===== config.mk =====
export PLATFORM = sky130hd
export DESIGN_NAME = spi_master_seq
export DESIGN_NICKNAME = d
export VERILOG_FILES = /design/src/rtl/spi_pkg.sv /design/src/rtl/spi_master_seq_frame_engine.sv /design/src/rtl/spi_master_seq.sv
export SDC_FILE = /design/constraint.sdc
export NUM_CORES = 1
export LEC_CHECK = 0
export CAP_MARGIN = 0
export CORE_MARGIN = 4
export CORE_UTILIZATION = 47
export CTS_CLUSTER_DIAMETER = 40
export DETAILED_ROUTE_END_ITERATION = 10
export PLACE_DENSITY = 0.7
export SLEW_MARGIN = 0
export SYNTH_ARGS = -nofsm -noshare
export SYNTH_HDL_FRONTEND = slang
export SYNTH_SLANG_ARGS = --single-unit

===== constraint.sdc =====
create_clock -name clk -period 4.8 [get_ports clk]
set_input_delay 0.96 -clock clk [delete_from_list [all_inputs] [get_ports clk]]
set_output_delay 0.96 -clock clk [all_outputs]
set_load 0.02 [all_outputs]

===== src/rtl/spi_pkg.sv =====
// spi_pkg: frame codes, sequencer state type and frame word builder
// shared by the SPI master frame engine and the command sequencer.
package spi_pkg;

  localparam logic [1:0] CODE_WR_ADDR = 2'b00;
  localparam logic [1:0] CODE_WR_DATA = 2'b01;
  localparam logic [1:0] CODE_RD_ADDR = 2'b10;
  localparam logic [1:0] CODE_RD_DATA = 2'b11;

  localparam int PAYLOAD_MAX = 32;

  typedef enum logic [2:0] {
    ST_IDLE,
    ST_START,
    ST_CMD,
    ST_SHIFT,
    ST_WAIT,
    ST_RECV,
    ST_GAP
  } state_t;

  // Returns {code, payload} with the code placed just above an
  // aw-bit payload; callers cast the result down to aw+2 bits.
  function automatic logic [PAYLOAD_MAX+1:0] build_frame(
    input logic [1:0]             code,
    input logic [PAYLOAD_MAX-1:0] payload,
    input int                     aw
  );
    logic [PAYLOAD_MAX+1:0] f;
    f = {2'b00, payload};
    f = f | ({{PAYLOAD_MAX{1'b0}}, code} << aw);
    return f;
  endfunction

endpackage


===== src/rtl/spi_master_seq_frame_engine.sv =====
// spi_frame_engine: runs one SPI frame START..GAP with optional WAIT/RECV.
// Ports: start/frame/rx_en in, done/rx_word out, SS_n/MOSI/MISO pins.
module spi_frame_engine
  import spi_pkg::*;
#(
  parameter int  ADDR_SIZE = 8,
  parameter int  RD_WAIT   = 2,
  localparam int FW        = ADDR_SIZE + 2,
  localparam int CW        = $clog2(ADDR_SIZE + 2) + 1
) (
  input  logic                 clk,
  input  logic                 rst,
  input  logic                 start,
  input  logic [FW-1:0]        frame,
  input  logic                 rx_en,
  input  logic                 MISO,
  output logic                 done,
  output logic [ADDR_SIZE-1:0] rx_word,
  output logic                 SS_n,
  output logic                 MOSI
);

  state_t               state, state_d;
  logic [CW-1:0]        cnt, cnt_d;
  logic [FW-1:0]        sh, sh_d;
  logic [ADDR_SIZE-1:0] rx_sh, rx_d;
  logic                 rx_en_q, rx_en_d;
  logic                 ss_n_d, mosi_d;

  assign rx_word = rx_d;

  always_comb begin
    state_d = state;
    cnt_d   = cnt;
    sh_d    = sh;
    rx_d    = rx_sh;
    rx_en_d = rx_en_q;
    done    = 1'b0;
    unique case (state)
      ST_IDLE, ST_GAP: begin
        state_d = ST_IDLE;
        if (start) begin
          state_d = ST_START;
          sh_d    = frame;
          rx_en_d = rx_en;
        end
      end
      ST_START: state_d = ST_CMD;
      ST_CMD: begin
        state_d = ST_SHIFT;
        cnt_d   = CW'(FW - 1);
      end
      ST_SHIFT: begin
        if (cnt == '0) begin
          if (!rx_en_q) begin
            state_d = ST_GAP;
            done    = 1'b1;
          end else if (RD_WAIT > 0) begin
            state_d = ST_WAIT;
            cnt_d   = CW'(RD_WAIT - 1);
          end else begin
            state_d = ST_RECV;
            cnt_d   = CW'(ADDR_SIZE - 1);
          end
        end else begin
          cnt_d = cnt - CW'(1);
          sh_d  = sh << 1;
        end
      end
      ST_WAIT: begin
        if (cnt == '0) begin
          state_d = ST_RECV;
          cnt_d   = CW'(ADDR_SIZE - 1);
        end else begin
          cnt_d = cnt - CW'(1);
        end
      end
      ST_RECV: begin
        rx_d = {rx_sh[ADDR_SIZE-2:0], MISO};
        if (cnt == '0) begin
          state_d = ST_GAP;
          done    = 1'b1;
        end else begin
          cnt_d = cnt - CW'(1);
        end
      end
      default: state_d = ST_IDLE;
    endcase
    // Pins are registered from the next state so they line up
    // exactly with the state the engine is about to occupy.
    ss_n_d = (state_d == ST_IDLE) || (state_d == ST_GAP);
    mosi_d = 1'b0;
    if ((state_d == ST_CMD) || (state_d == ST_SHIFT)) begin
      mosi_d = sh_d[FW-1];
    end
  end

  always_ff @(posedge clk) begin
    if (rst) begin
      state   <= ST_IDLE;
      cnt     <= '0;
      sh      <= '0;
      rx_sh   <= '0;
      rx_en_q <= 1'b0;
      SS_n    <= 1'b1;
      MOSI    <= 1'b0;
    end else begin
      state   <= state_d;
      cnt     <= cnt_d;
      sh      <= sh_d;
      rx_sh   <= rx_d;
      rx_en_q <= rx_en_d;
      SS_n    <= ss_n_d;
      MOSI    <= mosi_d;
    end
  end

endmodule


===== src/rtl/spi_master_seq.sv =====
// spi_master_seq: expands host write/read commands into two SPI frames.
// Ports: cmd_* host request, rsp_* read return, busy, SS_n/MOSI/MISO pins.
module spi_master_seq
  import spi_pkg::*;
#(
  parameter int  MEM_DEPTH = 256,
  parameter int  RD_WAIT   = 2,
  localparam int ADDR_SIZE = $clog2(MEM_DEPTH),
  localparam int FW        = ADDR_SIZE + 2
) (
  input  logic                 clk,
  input  logic                 rst,
  input  logic                 cmd_valid,
  output logic                 cmd_ready,
  input  logic                 cmd_rd,
  input  logic [ADDR_SIZE-1:0] cmd_addr,
  input  logic [ADDR_SIZE-1:0] cmd_wdata,
  output logic                 rsp_valid,
  output logic [ADDR_SIZE-1:0] rsp_data,
  output logic                 busy,
  output logic                 SS_n,
  output logic                 MOSI,
  input  logic                 MISO
);

  logic                 accept;
  logic                 step;
  logic                 pend;
  logic                 fin;
  logic                 rd_q;
  logic [ADDR_SIZE-1:0] wdata_q;
  logic [1:0]           code_sel;
  logic [ADDR_SIZE-1:0] pay_sel;
  logic [FW-1:0]        eng_frame;
  logic                 eng_start;
  logic                 eng_rx_en;
  logic                 eng_done;
  logic [ADDR_SIZE-1:0] eng_rx;

  assign accept = cmd_valid && cmd_ready;

  // First frame comes straight from the host inputs on acceptance;
  // the second is issued from the captured copy during the GAP.
  always_comb begin
    code_sel = cmd_rd ? CODE_RD_ADDR : CODE_WR_ADDR;
    pay_sel  = cmd_addr;
    if (!accept) begin
      code_sel = rd_q ? CODE_RD_DATA : CODE_WR_DATA;
      pay_sel  = rd_q ? '0 : wdata_q;
    end
  end

  assign eng_frame = FW'(build_frame(code_sel,
                                     PAYLOAD_MAX'(pay_sel),
                                     ADDR_SIZE));
  assign eng_start = accept || pend;
  assign eng_rx_en = pend && rd_q;

  spi_frame_engine #(
    .ADDR_SIZE (ADDR_SIZE),
    .RD_WAIT   (RD_WAIT)
  ) u_engine (
    .clk     (clk),
    .rst     (rst),
    .start   (eng_start),
    .frame   (eng_frame),
    .rx_en   (eng_rx_en),
    .MISO    (MISO),
    .done    (eng_done),
    .rx_word (eng_rx),
    .SS_n    (SS_n),
    .MOSI    (MOSI)
  );

  always_ff @(posedge clk) begin
    if (rst) begin
      cmd_ready <= 1'b1;
      busy      <= 1'b0;
      step      <= 1'b0;
      pend      <= 1'b0;
      fin       <= 1'b0;
      rd_q      <= 1'b0;
      wdata_q   <= '0;
      rsp_valid <= 1'b0;
      rsp_data  <= '0;
    end else begin
      rsp_valid <= 1'b0;
      pend      <= 1'b0;
      if (accept) begin
        cmd_ready <= 1'b0;
        busy      <= 1'b1;
        step      <= 1'b0;
        rd_q      <= cmd_rd;
        wdata_q   <= cmd_wdata;
      end
      if (eng_done && !step) begin
        pend <= 1'b1;
        step <= 1'b1;
      end
      if (eng_done && step) begin
        fin <= 1'b1;
        if (rd_q) begin
          rsp_valid <= 1'b1;
          rsp_data  <= eng_rx;
        end
      end
      if (fin) begin
        fin       <= 1'b0;
        cmd_ready <= 1'b1;
        busy      <= 1'b0;
      end
    end
  end

endmodule


### Word level (Yosys, flattened, before mapping)

Index checks and enable logic that the tools add are counted.

| operators by class | value |
|---|---|
| magnitude comparators | 0 |
| shifts and indexed selects | 0 |
| add/subtract/negate cells | 1 |
| mux-type cells | 29 |
| bitwise logic cells | 3 |
| div/mod/pow operators | 0 |
| reductions and logical operators | 22 |
| equality and inequality tests | 13 |
| multipliers | 0 |

Operators by type and width:

| kind | count |
|---|---|
| $mux W8 | 3 |
| $mux W10 | 2 |
| $mux W5 | 4 |
| $pmux W10 S2 | 1 |
| $pmux W5 S4 | 1 |
| $pmux W3 S6 | 1 |
| $eq A3 B2 Y1 const B | 4 |
| $eq A3 B3 Y1 const B | 4 |
| $or A8 B10 Y10 | 1 |
| $mux W1 | 9 |
| $mux W3 | 3 |
| $mux W2 | 4 |
| $reduce_or A2 Y1 | 4 |
| $logic_not A3 Y1 | 2 |
| $ne A2 B2 Y1 const B | 3 |
| $reduce_and A3 Y1 | 2 |
| $logic_not A5 Y1 | 1 |
| $sub A5 B1 Y5 const B | 1 |
| $logic_and A1 B1 Y1 | 4 |
| $reduce_and A2 Y1 | 2 |
| $reduce_bool A2 Y1 | 2 |
| $reduce_bool A4 Y1 | 1 |
| $eq A3 B1 Y1 const B | 1 |
| $logic_or A1 B1 Y1 | 3 |
| 4 further kinds | 5 |

| word-level totals | value |
|---|---|
| latch bits | 0 |
| memory bits (read-only) | 0 |
| RAM bits | 0 |
| register bits | 52 |
| memories kept | 0 |
| output and inout bits | 13 |
| logic and storage cells | 85 |

### Longest topological paths before layout

| logic depth | value |
|---|---|
| depth after elaboration | 8 |
| depth in mapped cells | 9 |
| gate-level depth less buffers | 7 |

### By module

Synthesis repeated with hierarchy kept, for this count alone.

| second synthesis, totals | value |
|---|---|
| cell total of the unflattened synthesis | 294 |
| area total of the unflattened synthesis | 2590.0 um^2 |

By module, submodules not included:

| module | area an instance (um^2) | cells each | instances | sequential area each (um^2) |
|---|---|---|---|---|
| spi_frame_engine | 1458.9 | 169 | 1 | 580.6 |
| spi_master_seq | 1131.1 | 125 | 1 | 460.4 |

### Worst setup path before layout

Ideal clock, no wire load.

| timing path | value |
|---|---|
| path kind | input to register |
| from | input cmd_valid |
| to | register u_engine.sh[0] |
| path slack | 2.723 ns |
| data arrival time | 1.949 ns |
| stages | 5 |
| cell sequence | a21oi_1 > or4_1 > clkbuf_1 > a31oi_1 > nor2_1 |

| on the way | value |
|---|---|
| longest elaborated chain between the ends | 5 |
| elaborated cells on any way between the ends | 8 |
| those cells by class | 1 x eq/ne; 3 x mux; 1 x bitwise; 3 x reduce/logical |

RTL lines:

| element | RTL line | source |
|---|---|---|
| start: declaration | spi_master_seq.sv:13 | `input logic cmd_valid,` |
| $logic_and A1 B1 Y1 (*) | spi_master_seq.sv:40 | `assign accept = cmd_valid && cmd_ready;` |
| $mux W8 | spi_master_seq.sv:47 | `if (!accept) begin` |
| $or A8 B10 Y10 | spi_pkg.sv:31 | `f = f \| ({{PAYLOAD_MAX{1'b0}}, code} << aw);` |
| $mux W10 | spi_master_seq_frame_engine.sv:42 | `if (start) begin` |
| $pmux W10 S2 | spi_master_seq_frame_engine.sv:39 | `unique case (state)` |
| end signal: assignment | spi_master_seq_frame_engine.sv:102 | `sh <= '0;` |
| end signal: assignment | spi_master_seq_frame_engine.sv:110 | `sh <= sh_d;` |
| end: declaration | spi_master_seq_frame_engine.sv:25 | `logic [FW-1:0] sh, sh_d;` |

Every way passes the cells marked *; elsewhere a longest branch is shown, timed or not. The select of a mux whose other input is x is not followed.
A chain may end at the register's enable or synchronous reset.

### Worst setup path in the final report

| timing path | value |
|---|---|
| from | input cmd_valid |
| to | register u_engine.MOSI |

| on the way | value |
|---|---|
| longest elaborated chain between the ends | 8 |
| elaborated cells on any way between the ends | 13 |
| those cells by class | 2 x eq/ne; 5 x mux; 2 x bitwise; 4 x reduce/logical |

RTL lines:

| element | RTL line | source |
|---|---|---|
| $logic_and A1 B1 Y1 (*) | spi_master_seq.sv:40 |  |
| $logic_or A1 B1 Y1 | spi_master_seq.sv:56 | `assign eng_start = accept \|\| pend;` |
| $mux W1 | spi_master_seq_frame_engine.sv:42 |  |
| $pmux W3 S6 | spi_master_seq_frame_engine.sv:39 |  |
| $eq A3 B2 Y1 | spi_master_seq_frame_engine.sv:93 | `if ((state_d == ST_CMD) \|\| (state_d == ST_SHIFT)) begin` |
| $logic_or A1 B1 Y1 | spi_master_seq_frame_engine.sv:93 |  |
| $not A1 Y1 (no line) | - |  |
| $reduce_or A2 Y1 (no line) | - |  |
| end signal: assignment | spi_master_seq_frame_engine.sv:114 | `MOSI <= mosi_d;` |
| end: declaration | spi_master_seq_frame_engine.sv:20 | `output logic MOSI` |

Marked as above.

==> metrics <==
WHS Path Cells=2; worst hold path type=reg2reg; I/O Pins=34; outcome=finished clean; CTS sink count=52; drt total wl=5039 um; DR vias/cell=5.477; die span in y=79.18 um; Leakage Power=1.031 nW; register bit total from synthesis=52; Syn Area/Cell=8.384 um2; worst-path maximum fanout=19; crit end category=flip-flop; CTS Hold Bufs=0; Rows=25; placed cells=365; hold_sp=wdata_q[6]; pwr/cell area=333.9 nW/um2; Mapped Cells=284; fin crit share=0.5135; final core utilization=0.5865; die area=6269 um2; Post-Layout Cell Count=373; critical path's most frequent cell=nand2_1; leading post-synthesis cells by cell area=dfxtp_1 (44%), a21oi_1 (6.5%), nand2_1 (5.7%); Max Slew Vio Count=0; worst path required time=5.00 ns; Yosys warning total=0; Final Hold Fails=0; Yosys top cell area share=0.4372; synth-to-layout area growth=18.65%; final instance area=2825 um2; CTS H-tree depth=2; most frequent cell after synthesis=dfxtp_1; Tmin final=2.465 ns; slowest stage delay, CP=0.53 ns; asr flop ratio synth=0; wire per inst=13.51 um; Pre-antenna DRT Iters=4; top post-synthesis cells by count=dfxtp_1 (52), nand2_1 (36), nor2_1 (36); worst hold path endpoint=wdata_q[6]; Resized cells post-CTS=0; Post-synth EDFFs=0; layout net count=329; clk slew on worst S/H paths=0.09 ns; TNS Setup=0 ns; Residual DRC=0; Core Region=4817 um2; CTS root buffer=clkbuf_8; initial antenna violation count=0; Crit Path Category=in2reg; first-pass GRT wire length=8776 um; via count=2,043; Synth cell types=47; register area share after synthesis=0.4372; reg2reg path depth=5; top cell type by total area after synthesis=dfxtp_1; diodes inserted=0; Worst slew margin=0.5473; CTS tree=built; Num CTS Buffers=5; Post-DRT Antenna Nets=0; crit path launch type=primary input; DRT iter0 DRCs=151; max-cap viol count=0; Slew @ Worst Pin=0.6773 ns; Placed Instance Area=2714 um2; top_reg_cell synth=dfxtp_1; Worst IR Drop VDD=0.1640 mV; final setup margin=2.335 ns; GR Overflow Total=0; slowest CP cell=clkdlybuf4s50_1; Port Buffer Count=33; Clk Latency, worst-skew pair=0.31 ns; Starting Density=0.4943; FF-to-FF End=rsp_data[6]; Clock Path Buffers=2; Final setup viols=0; cell area after synthesis=2381 um2; R2R setup slack=2.35 ns; share of cells above drive strength 1=0.04575; syn_nets=308; number of global-route vias before repair=1,877; RSZ-0062 raised after global routing=false; CP Data Arrival Time=2.66 ns; post-CTS setup buffers=0; Placer Congestion=0.8149; fmax=405.7 MHz; post-DP HPWL=3512 um; Place WS=2.026 ns; Worst R2R Start=u_engine.state[1]; CP cell instances=clkdlybuf4s50_1 > nand2_1 > nand2_1 > a21oi_1 > a211o_1 > and4b_1; Die Wd=79.18 um; worst clock skew=0.009361 ns; Total GRT Usage=0.1726; pin count of the biggest net entering global routing=34
==> placed cells by master (no fill, tap or decap), types with 2 or more instances in the layout <==
master           count
ha_1                 3
o21ai_0              9
a311oi_1             2
mux2i_1              9
nor2b_1              7
nor2_1              36
a221oi_1             7
a31oi_1              2
dfxtp_1             52
and3_1               4
nand2b_1             3
nand2_1             36
nor4_1               2
inv_1                6
clkdlybuf4s50_1     33
clkbuf_8             5
nor3b_1              3
nor3_1               6
nand3b_1             9
nand3_1              3
o21a_1               2
a21oi_1             31
a211oi_1            10
==> cell families (layout without fill, tap and decap cells) <==
family	count (synthesis)	in the layout	synth area share
muxes	9	9	0.03784
DFF	52	52	0.4372
buffers and inverters	26	48	0.04677
and+or+nand+nor	119	119	0.2501
AOI/OAI and AO/OA	75	75	0.2123
adders and majority gates	3	3	0.01577
==> routing by layer <==
layer | GRT usage | vias up | share of wire
li1 | - | 1053 | -
met1 | 0.2412 | 935 | 0.49
met2 | 0.2626 | 50 | 0.44
met3 | 0.05215 | 5 | 0.054
met4 | 0.03608 | 0 | 0.010
met5 | 0 | - | 0
==> report_power, final <==
part           switching (mW)  internal [mW]
clock network           0.140          0.158
logic                  0.0999         0.0740
registers              0.0215          0.450
==> worst max-delay path: cells and delay by family <==
| family | cells | cell delay, ns |
|---|---|---|
| compound gates | 2 | 0.43 |
| simple gates | 3 | 0.73 |
| buf+inv | 1 | 0.53 |
==> area by class of cell <==
cell class	count	area [um2]
clock buffers	6	72.57
well taps	67	83.83
fillers	470	1992
clock inverters	2	38.79
flip-flops and latches	52	1041
inverters	6	22.52
multi-input cells	206	1229
repair buffers	34	337.8
==> stage by stage <==
stage | hold slack [ns] | power (mW)
detailed placement | 0.4486 | 0.6532
CTS | 0.4668 | 0.9550
floorplan | 0.4183 | 0.6026
global route | 0.4898 | 0.9972
global placement | 0.4433 | 0.6513
finish | 0.4612 | 0.9433
==> how the worst max path moves through the flow <==
| stage | end | slack (ns) | cells after the start | from |
|---|---|---|---|---|
| after floorplan | u_engine.sh[0] | 2.72 | 5 | cmd_valid |
| after global placement | u_engine.MOSI | 2.07 | 6 | cmd_valid |
| after detailed placement | u_engine.MOSI | 2.03 | 6 | cmd_valid |
| after CTS | rsp_data[0] | 2.33 | 5 | u_engine.state[1] |
| after global routing | rsp_data[7] | 2.05 | 7 | u_engine.cnt[0] |
| final | u_engine.MOSI | 2.34 | 6 | cmd_valid |
==> flip-flops by register name, summed over array words and instances (netlist names) <==
register          count
u_engine.state        3
busy                  1
u_engine.SS_n         1
u_engine.MOSI         1
u_engine.rx_sh        8
cmd_ready             1
rsp_valid             1
rsp_data              8
pend                  1
wdata_q               8
u_engine.rx_en_q      1
u_engine.cnt          5
u_engine.sh          10
fin                   1
step                  1
rd_q                  1
No activity file was read; power rests on OpenSTA's default activity.
==> patch, RTL diff (config.mk and constraints unchanged) <==
Encoding of `state_t`: now Gray code (3 bits for 7 states).
--- a/src/rtl/spi_pkg.sv
+++ b/src/rtl/spi_pkg.sv
@@ -12,9 +12,9 @@
   typedef enum logic [2:0] {
-    ST_IDLE,
-    ST_START,
-    ST_CMD,
-    ST_SHIFT,
-    ST_WAIT,
-    ST_RECV,
-    ST_GAP
+    ST_IDLE  = 3'b000,
+    ST_START = 3'b001,
+    ST_CMD   = 3'b011,
+    ST_SHIFT = 3'b010,
+    ST_WAIT  = 3'b110,
+    ST_RECV  = 3'b111,
+    ST_GAP   = 3'b101
   } state_t;
Formal check against the unedited RTL: same outputs for any inputs over 10 cycles, from zero or initial values and one cycle with rst high; not proved beyond that.
==> patch against the unedited design <==
- sequential share of layout area increased by 1.7 points
- fmax decreased by 5.7%
- cell area down 4.4%
- sequential cell count stayed put
- total power is 3.4% higher
- wire length shrank 7.0%
- synthesized area is 4.3% lower
- non-clock buffer count shrank 1
- via count fell by 10%
- worst setup slack got worse by 0.15 ns
- register-to-register slack improved by 0.26 ns
- critical path type unchanged
- largest power group unchanged
==> patch: results <==
clock_network:
  cts_resized: 0
  clk_root_buffer_cell: "clkbuf_8"
  clkTransAtPathRegs_ns: 0.09
critical_path:
  r2r_slack_ns: 2.61
  reg2reg_depth: 4
  crit-reg2reg-launch: "u_engine.state[1]"
  worstSetupEndpoint: "u_engine.sh[6]"
  cpMaxStageDelayCell: "nor4_2"
  arrival_ns: 2.87
  max_stage_delay_ns: 0.62
  critical_path.max_fanout: 7
drt:
  drc: 0
  drt-initial-drc-count: 162
  post_drt_wl_per_cell_um: 13.7
  first_pass_iters: 4
  vias: 1831
power_and_ir_drop:
  p_leak_nw: 1.01
  peakVddDrop_uv: 275
cells_and_area:
  largest_reg_flops: 10
  fill_cells: 431
  nets: 296
  drive_gt1_frac: 0.0655
  num_antenna_cells: 0
logic_synthesis:
  synth-seq-area-share: 0.457
  synth-compound-area-share: 0.220
  syn_nets: 275
  yosys_warnings: 0
  synth-xor-area-share: 0.00769
  ys_types: 49
  synth_area_leaders: "dfxtp_1, a211oi_1, nand2_1, nor2_1, mux2i_1"
  synth_fa_ha_area_frac: 0.00549
  yosysMostFrequentCell: "dfxtp_1"
  synth_common_cells: "dfxtp_1, nand2_1, nor2_1"
  muxShareOfSynthArea: 0.0439
global_route:
  grt_max_degree: 50
  antenna_found_initial: 0
  grt-ovfl-total: 0
  grt_usage: 0.166
  grt_pass1_vias: 1719
  grt_first_pass_wirelength_um: 8070
status:
  status: "completed"
min_path:
  hold_path_end: "wdata_q[7]"
  hold_start: "wdata_q[7]"
  min_path_type: "flip-flop to flip-flop"
sta:
  tightest_slew_ns: 0.926
  finalClockSkew_ns: 0.00918
placed_design:
  routabilityCongestion: 0.802
  hpwl_um: 3230
  placed_area_um2: 2590
-- patch: metal layers --
metal	wire, µm	vias up	global-route usage	part of all wire
met2	2120	24	0.256	0.45
met3	177	7	0.0557	0.038
li1	-	953	-	-
met1	2330	847	0.220	0.50
met5	0	-	0	0
met4	53	0	0.0445	0.011
-- patch: metrics by stage --
| step | utilization | setup slack [ns] | hold WS, ns | std cells |
|---|---|---|---|---|
| 6_report | 0.572 | 2.19 | 0.460 | 342 |
| 5_1_grt | 0.572 | 2.02 | 0.473 | 342 |
| 4_1_cts | 0.572 | 2.17 | 0.460 | 342 |
| 3_5_place_dp | 0.549 | 1.87 | 0.446 | 334 |
| 3_3_place_gp | 0.549 | 1.91 | 0.442 | 334 |
| 2_1_floorplan | - | 2.68 | 0.418 | 253 |
-- patch: power by group --
part	total, mW	switching, mW	internal, mW
clock	0.295	0.140	0.155
combinational	0.183	0.100	0.0829
sequential	0.497	0.0399	0.457
total	0.975	0.281	0.694
-- patch: cell type report --
type | count | share of cell area
multi-input combinational | 175 | 0.414
timing repair buffer | 33 | 0.120
sequential | 52 | 0.385
clock inverter | 2 | 0.0130
tap | 67 | 0.0310
clock buffer | 6 | 0.0269
inverter | 7 | 0.00973
-- patch: cell families (layout without fill, tap and decap cells) --
group | Yosys count | in the layout
adders and majority gates | 1 | 1
and+or+nand+nor | 95 | 95
xor gates and xnor gates | 2 | 2
DFF | 52 | 52
buffers and inverters | 26 | 48
muxes | 10 | 10
AOI/OAI and AO/OA | 67 | 67
-- patch: critical path: cells and delay by family --
family	cells	cell delay [ns]
and+or+nand+nor	2	0.77
buffers and inverters	1	0.49
AOI/OAI and AO/OA	2	0.65
